### config.mk
export PLATFORM = sky130hd
export DESIGN_NAME = pwm_breath_sequencer
export DESIGN_NICKNAME = d
export VERILOG_FILES = /design/src/rtl/pwm_seq_pkg.sv /design/src/rtl/pwm_gen.sv /design/src/rtl/pwm_breath_sequencer.sv
export SDC_FILE = /design/constraint.sdc
export NUM_CORES = 1
export LEC_CHECK = 0
export ABC_CLOCK_PERIOD_IN_PS = 2900
export BUFFER_PORTS_ARGS = -buffer_cell sky130_fd_sc_hd__buf_2
export CORE_MARGIN = 1
export CORE_UTILIZATION = 46
export DETAILED_ROUTE_END_ITERATION = 12
export GPL_TIMING_DRIVEN = 0
export HOLD_SLACK_MARGIN = 0.02
export PLACE_DENSITY_LB_ADDON = 0.1
export SKIP_CTS_REPAIR_TIMING = 1
export SYNTH_ARGS = -nofsm -noshare
export SYNTH_HDL_FRONTEND = slang
export SYNTH_SLANG_ARGS = --single-unit
### constraint.sdc
create_clock -name clk_i -period 2.9 [get_ports clk_i]
set_input_delay 0.29 -clock clk_i [delete_from_list [all_inputs] [get_ports clk_i]]
set_output_delay 0.29 -clock clk_i [all_outputs]
set_load 0.05 [all_outputs]
### src/rtl/pwm_seq_pkg.sv
// Shared state encoding, widths and small helpers for the LED breathing sequencer.
package pwm_seq_pkg;

  localparam int DUTY_W_DEF = 8;
  localparam int CNT8_W     = 8;

  typedef enum logic [2:0] {
    ST_IDLE      = 3'd0,
    ST_RAMP_UP   = 3'd1,
    ST_HOLD_HIGH = 3'd2,
    ST_RAMP_DOWN = 3'd3,
    ST_HOLD_LOW  = 3'd4
  } state_e;

  function automatic logic [CNT8_W-1:0] sat_inc8(input logic [CNT8_W-1:0] v);
    return (v == {CNT8_W{1'b1}}) ? v : v + CNT8_W'(1);
  endfunction

endpackage

### src/rtl/pwm_gen.sv
// Free-running PWM counter with a registered compare against the duty value.
module pwm_gen
  import pwm_seq_pkg::*;
#(
  parameter int DUTY_W = DUTY_W_DEF
) (
  input  logic              clk_i,
  input  logic              rst_i,
  input  logic [DUTY_W-1:0] duty_i,
  output logic              pwm_out_o
);

  logic [DUTY_W-1:0] cnt_q;
  logic              pwm_q;

  // Counter runs regardless of sequencer state; output lags duty by one cycle.
  always_ff @(posedge clk_i) begin
    if (rst_i) begin
      cnt_q <= '0;
      pwm_q <= 1'b0;
    end else begin
      cnt_q <= cnt_q + DUTY_W'(1);
      pwm_q <= (cnt_q < duty_i);
    end
  end

  assign pwm_out_o = pwm_q;

endmodule

### src/rtl/pwm_breath_sequencer.sv
// Breathing-pattern duty sequencer: ramp up, hold at peak, ramp down, hold at floor,
// repeated for a latched number of breaths, driving one PWM LED channel.
module pwm_breath_sequencer
  import pwm_seq_pkg::*;
#(
  parameter int STEP_DIV = 1000000,
  parameter int CNT_W    = 20,
  parameter int DUTY_W   = DUTY_W_DEF
) (
  input  logic              clk_i,
  input  logic              rst_i,
  input  logic              start_i,
  input  logic              stop_i,
  input  logic [DUTY_W-1:0] cfg_floor_i,
  input  logic [DUTY_W-1:0] cfg_peak_i,
  input  logic [CNT8_W-1:0] cfg_hold_i,
  input  logic [CNT8_W-1:0] cfg_cycles_i,
  output logic              busy_o,
  output logic              done_o,
  output logic              cfg_err_o,
  output logic [DUTY_W-1:0] duty_o,
  output logic              pwm_out_o,
  output logic [2:0]        phase_o
);

  state_e            state_q;
  logic [CNT_W-1:0]  pre_q;
  logic [DUTY_W-1:0] duty_q, floor_q, peak_q;
  logic [CNT8_W-1:0] hold_q, cycles_q, hold_cnt_q, cycle_cnt_q;
  logic              done_q, cfg_err_q;

  logic              tick_s, hold_end_s, last_breath_s;
  logic [DUTY_W-1:0] duty_up_d, duty_dn_d;
  logic [CNT8_W-1:0] cycle_cnt_d;

  assign tick_s        = (pre_q == CNT_W'(STEP_DIV - 1));
  assign duty_up_d     = duty_q + DUTY_W'(1);
  assign duty_dn_d     = duty_q - DUTY_W'(1);
  assign hold_end_s    = (hold_cnt_q == hold_q);
  // Widened compare so a 255-breath run cannot alias through the counter wrap.
  assign last_breath_s = (cycles_q != CNT8_W'(0)) &&
                         (({1'b0, cycle_cnt_q} + (CNT8_W+1)'(1)) == {1'b0, cycles_q});
  assign cycle_cnt_d   = sat_inc8(cycle_cnt_q);

  // Sequencer FSM with prescaler, hold/breath counters and registered status pulses.
  always_ff @(posedge clk_i) begin
    if (rst_i) begin
      state_q     <= ST_IDLE;
      pre_q       <= '0;
      duty_q      <= '0;
      floor_q     <= '0;
      peak_q      <= '0;
      hold_q      <= '0;
      cycles_q    <= '0;
      hold_cnt_q  <= '0;
      cycle_cnt_q <= '0;
      done_q      <= 1'b0;
      cfg_err_q   <= 1'b0;
    end else begin
      done_q    <= 1'b0;
      cfg_err_q <= 1'b0;
      if (state_q == ST_IDLE) begin
        pre_q <= '0;
        if (start_i && !stop_i) begin
          if (cfg_floor_i >= cfg_peak_i) begin
            cfg_err_q <= 1'b1;
          end else begin
            floor_q     <= cfg_floor_i;
            peak_q      <= cfg_peak_i;
            hold_q      <= cfg_hold_i;
            cycles_q    <= cfg_cycles_i;
            duty_q      <= cfg_floor_i;
            cycle_cnt_q <= '0;
            hold_cnt_q  <= '0;
            state_q     <= ST_RAMP_UP;
          end
        end
      end else if (stop_i) begin
        state_q <= ST_IDLE;
        duty_q  <= '0;
        pre_q   <= '0;
      end else begin
        pre_q <= tick_s ? '0 : pre_q + CNT_W'(1);
        if (tick_s) begin
          case (state_q)
            ST_RAMP_UP: begin
              duty_q <= duty_up_d;
              if (duty_up_d == peak_q) begin
                state_q    <= ST_HOLD_HIGH;
                hold_cnt_q <= '0;
              end
            end
            ST_HOLD_HIGH: begin
              if (hold_end_s) state_q <= ST_RAMP_DOWN;
              else            hold_cnt_q <= hold_cnt_q + CNT8_W'(1);
            end
            ST_RAMP_DOWN: begin
              duty_q <= duty_dn_d;
              if (duty_dn_d == floor_q) begin
                state_q    <= ST_HOLD_LOW;
                hold_cnt_q <= '0;
              end
            end
            ST_HOLD_LOW: begin
              if (!hold_end_s) begin
                hold_cnt_q <= hold_cnt_q + CNT8_W'(1);
              end else if (last_breath_s) begin
                state_q <= ST_IDLE;
                duty_q  <= '0;
                done_q  <= 1'b1;
              end else begin
                cycle_cnt_q <= cycle_cnt_d;
                state_q     <= ST_RAMP_UP;
              end
            end
            default: begin
              state_q <= ST_IDLE;
              duty_q  <= '0;
            end
          endcase
        end
      end
    end
  end

  pwm_gen #(.DUTY_W(DUTY_W)) u_pwm_gen (
    .clk_i     (clk_i),
    .rst_i     (rst_i),
    .duty_i    (duty_q),
    .pwm_out_o (pwm_out_o)
  );

  assign busy_o    = (state_q != ST_IDLE);
  assign phase_o   = state_q;
  assign done_o    = done_q;
  assign cfg_err_o = cfg_err_q;
  assign duty_o    = duty_q;

endmodule

# Word-level counts from Yosys, hierarchy flattened
# Index checks and enable logic that the tools add are counted.
# word_totals
latch_bits	0
mem_bits_ro	0
input_bits	36
ramBits	0
output_inout_bits	15
word_cells	109
reg_bits	90
memories	0
# op_classes
n_mul	0
bitwise	6
reduce_logical	20
mux	37
addsub	7
order_cmp	2
n_eq_ne	24
div_mod_pow	0
shifts	0
# ops
cell	n
$mux W8	22
$add A8 B1 Y8 const B	4
$pmux W8 S4	1
$mux W3	9
$eq A8 B8 Y1	3
$pmux W8 S3	1
$add A20 B1 Y20 const B	1
$eq A20 B20 Y1 const B	1
$ne A4 B4 Y1 const B	5
$reduce_and A8 Y1	2
$pmux W3 S4	1
$add A8 B1 Y9 const B	1
$eq A9 B8 Y1	1
$ne A3 B3 Y1 const B	3
$eq A8 B8 Y1 const B	1
$ge A8 B8 Y1	1
$lt A8 B8 Y1	1
$ne A2 B1 Y1 const B	4
$reduce_bool A8 Y1	1
$sub A8 B1 Y8 const B	1
$reduce_and A7 Y1	1
$eq A3 B2 Y1 const B	2
$not A1 Y1	6
$reduce_and A6 Y1	1
other kinds (16)	22

# Longest topological paths before layout
# logic_depth
depth_word	9
depth_mapped	11
mapped_depth_nobuf	9

# Cells and area by module
# Synthesis repeated with hierarchy kept, for this count alone.
# hier_totals
cells_unflattened	681
hier_area_um2	5442.7
# by_module_without_submodules
module	instances	area_each_um2	cells_per_inst	seq_area_each_um2
pwm_breath_sequencer	1	4943.5	625	1621.6
pwm_gen	1	499.2	56	180.2

# Least setup slack after synthesis
# No wires, ideal clock.
# synth_timing
kind	register to register
from	reg duty_q[1], in the netlist duty_o[1]
to	reg hold_cnt_q[1]
setup_ps	72
period_less_slack_ps	2850
path_slack_ps	50
t_required_ps	2828
arrival_time_ps	2779
stages_incl_launch_ff	8
path_buffers	0
cell_sequence	dfxtp_1 ha_1 nand3_1 or4_1 a2111oi_2 nor3_1 nor3_4 mux2i_1
# synth_between
elab_chain_len	4
word_cells_on_any_way	7
classes_between	add/sub (2); eq/ne (4); reduce/logical (1)
# synth_lines
element	line	source
start, declared	pwm_breath_sequencer.sv:28	logic [DUTY_W-1:0] duty_q, floor_q, peak_q;
start signal, assigned	pwm_breath_sequencer.sv:72	duty_q <= cfg_floor_i;
start signal, assigned	pwm_breath_sequencer.sv:87	duty_q <= duty_up_d;
start signal, assigned	pwm_breath_sequencer.sv:98	duty_q <= duty_dn_d;
$sub A8 B1 Y8 / $add A8 B1 Y8 (equally long branches)	pwm_breath_sequencer.sv:38, pwm_breath_sequencer.sv:37	
$eq A8 B8 Y1, on equally long branches	pwm_breath_sequencer.sv:99, pwm_breath_sequencer.sv:88	
$ne A3 B3 Y1 (no line)	-	
$reduce_and A8 Y1 (no line) (*)	-	
end signal, assigned	pwm_breath_sequencer.sv:95	else hold_cnt_q <= hold_cnt_q + CNT8_W'(1);
end signal, assigned	pwm_breath_sequencer.sv:106	hold_cnt_q <= hold_cnt_q + CNT8_W'(1);
end, declared	pwm_breath_sequencer.sv:29	logic [CNT8_W-1:0] hold_q, cycles_q, hold_cnt_q, cycle_cnt_q;
# Mark *: on every way between the ends. The rest lies on a longest branch, timed or not.
# A chain may end at the register's enable or synchronous reset.

# Final worst setup path
# layout_timing
from	reg duty_q[0], in the netlist duty_o[0]
to	reg hold_cnt_q[1]
# The elaborated chain is that of the path after synthesis.

==> flow_metrics.tcl <==
set metrics [dict create \
    fmax_mhz 366 \
    worstPathRequired_ps 3180 \
    grt_pass1_vias 4682 \
    fill_cells 1109 \
    final_cells 854 \
    start_util 0.474 \
    total_power_mw 3.42 \
    clkTransAtPathRegs_ps 70 \
    insertion_delay_ps 350 \
    gp_congestion 0.891 \
    ir_worst_vdd_v 0.000584 \
    cts_buffer_depth 2 \
    core.rowCount 39 \
    synth_cells 644 \
    antenna_found_initial 0 \
    synth_top_area_frac 0.332 \
    grt.total_usage 0.246 \
    dieArea_um2 12200 \
    min_period_over_period 0.943 \
    synth_area_um2 5430 \
    dr.pass1.iters 5 \
    arrival_ps 3010 \
    maxSlewViolCount 0 \
    synth_seq_area_share 0.332 \
    holdPathStages 3 \
    drt_iter0_drc 288 \
    tritoncts "done" \
    fp.dieH_um 111 \
    fin_skew_ps 9.82 \
    slew_headroom 0.405 \
    synth.yosys.warnings 0 \
    endpoint_kind "flop" \
    place_area_um2 5860 \
    mostFrequentLayoutCells "dfxtp_1 (89), nor2_1 (84), buf_2 (58)" \
    root_buffer "clkbuf_16" \
    r2r_cells 12 \
    whs_endpoint "hold_q[2]" \
    status "finished clean" \
    crit_type "flop to flop" \
    async_flop_share 0 \
    cellPowerDensity_nw_per_um2 547 \
    wl_per_cell_um 17.1 \
    totalWireLength_mm 14.6 \
    holdCritPathClass "primary input to flop" \
    vias_per_cell 5.79 \
    cap_viol_max_count 0 \
    ys_types 75 \
    ant_nets 0 \
    die_width_um 111 \
    h-tree-depth 3 \
    num-nets-final 763 \
    critPathMaxFanout 10 \
    synthTopCellsByArea "dfxtp_1 (33%), mux2i_1 (6.3%), xor2_1 (6.0%)" \
    stdcell_area_um2 6260 \
    core_area_um2 11500 \
    synth_seq_cells 90 \
    clkSinkCount 90 \
    synth_top_cell_by_area "dfxtp_1" \
    avgSynthCellArea_um2 8.44 \
    grt_pass1_wl_mm 24.1 \
    grt_max_degree 16 \
    areaGrowthSynthToFinish_pct 15.3 \
    cts-buffers-inserted 9 \
    p_leak_nw 2.65 \
    pin_count 51 \
    hold_violations 0 \
    final_common_cell "dfxtp_1" \
    io_buffers 50 \
    post_route_cells_drive_above_1_share 0.139 \
    syn_nets 701 \
    drc 0 \
    r2r-end "hold_cnt_q[1]" \
    dp_hpwl_mm 10.9 \
    min-delay-start "cfg_hold_i[2]" \
    dp.cells 837 \
    tightest_slew_ps 892 \
    grt_overflow 0 \
    setup_viol_count_final 0 \
    regToRegStartpoint "duty_o[0]" \
    fin_crit_ps 2730 \
    critPathLaunchType "flop" \
    diodes 0 \
    vias 4948 \
    synth_ff_type "dfxtp_1" \
    ff2ff_setup_slack_ps 170 \
    synth_edf_count 0 \
]
==> per-stage QoR <==
step | TNS [ps] | hold slack (ps) | util | setup slack [ps]
global route | -10.4 | 174 | 0.546 | -10.4
floorplan | 0 | 421 | - | 49.7
global placement | -2790 | 440 | 0.511 | -202
CTS | -2390 | 163 | 0.542 | -305
finish | 0 | 170 | 0.546 | 165
detailed placement | -4680 | 450 | 0.511 | -269
==> final cells by class <==
type / instances / area (um^2) / area share
sequential: 90 / 1800 / 0.288
timing repair buffer: 52 / 278 / 0.0444
clock inverter: 6 / 111 / 0.0178
tap: 143 / 179 / 0.0286
multi-input combinational: 492 / 3390 / 0.541
inverter: 27 / 101 / 0.0162
buffer: 34 / 161 / 0.0258
clock buffer: 10 / 239 / 0.0382
==> registers in the layout, indices dropped and copies added (netlist names) <==
| register | count |
|---|---|
| cfg_err_o | 1 |
| floor_q | 8 |
| cycle_cnt_q | 8 |
| duty_o | 8 |
| hold_q | 8 |
| cycles_q | 8 |
| done_o | 1 |
| phase_o | 3 |
| u_pwm_gen.pwm_out_o | 1 |
| pre_q | 20 |
| peak_q | 8 |
| u_pwm_gen.cnt_q | 8 |
| hold_cnt_q | 8 |
==> per-layer routing <==
metal | track usage | part of all wire
met1 | 0.326 | 0.47
met2 | 0.397 | 0.47
met3 | 0.0492 | 0.041
met4 | 0.0862 | 0.022
met5 | 0 | 0
==> worst max-delay path by stage <==
stage,start,endpoint
4_1_cts,duty_o[0],hold_cnt_q[1]
3_3_place_gp,duty_o[0],hold_cnt_q[1]
2_1_floorplan,duty_o[1],hold_cnt_q[1]
5_1_grt,duty_o[0],hold_cnt_q[1]
3_5_place_dp,duty_o[0],hold_cnt_q[1]
6_report,duty_o[0],hold_cnt_q[1]
==> where the power goes <==
| group | internal (mW) | switching (mW) | leakage (nW) | total (mW) |
|---|---|---|---|---|
| registers | 1.28 | 0.0481 | 0.730 | 1.33 |
| logic | 0.265 | 0.460 | 1.75 | 0.725 |
| clock network | 0.867 | 0.500 | 0.169 | 1.37 |
==> cell families (layout without fill, tap and decap cells) <==
kind of cell / after synthesis / after routing / share of synthesized area
flops: 90 / 90 / 0.332
compound gates: 119 / 119 / 0.165
simple gates: 254 / 254 / 0.241
fa+ha+maj: 22 / 22 / 0.0502
mux: 34 / 34 / 0.0626
buf+inv: 62 / 129 / 0.0484
xor+xnor: 63 / 63 / 0.102
==> critical path, cell delays in order, from the launching register on <==
cell and delay, ps:
dfxtp_1 390, buf_4 210, inv_1 90, ha_2 250, o21ba_2 210, a221oi_1 310
a41oi_1 90, nor4_2 260, buf_4 170, a31oi_1 120, nor3_4 250, buf_12 150
mux2i_1 160
==> cells in the mapped netlist (5+ instances only) <==
master	number
dfxtp_1	90
nor2_1	84
nand2_1	37
xor2_1	37
nand3_1	36
mux2i_1	34
xnor2_1	26
inv_1	25
clkbuf_1	22
ha_1	21
nor3_1	17
a21oi_1	16
a31oi_1	10
and3_1	10
nor4_1	10
buf_2	9
nand4_1	9
and4_1	8
o21ai_1	8
a21o_1	7
o21ai_0	7
nor2b_1	6
o31a_1	6
a211o_1	5
a211oi_1	5
a22oi_1	5
a32oi_1	5
nand2b_1	5
o211ai_1	5
o311ai_1	5
o31ai_1	5
Note: power is estimated with default switching activity, not from simulation.
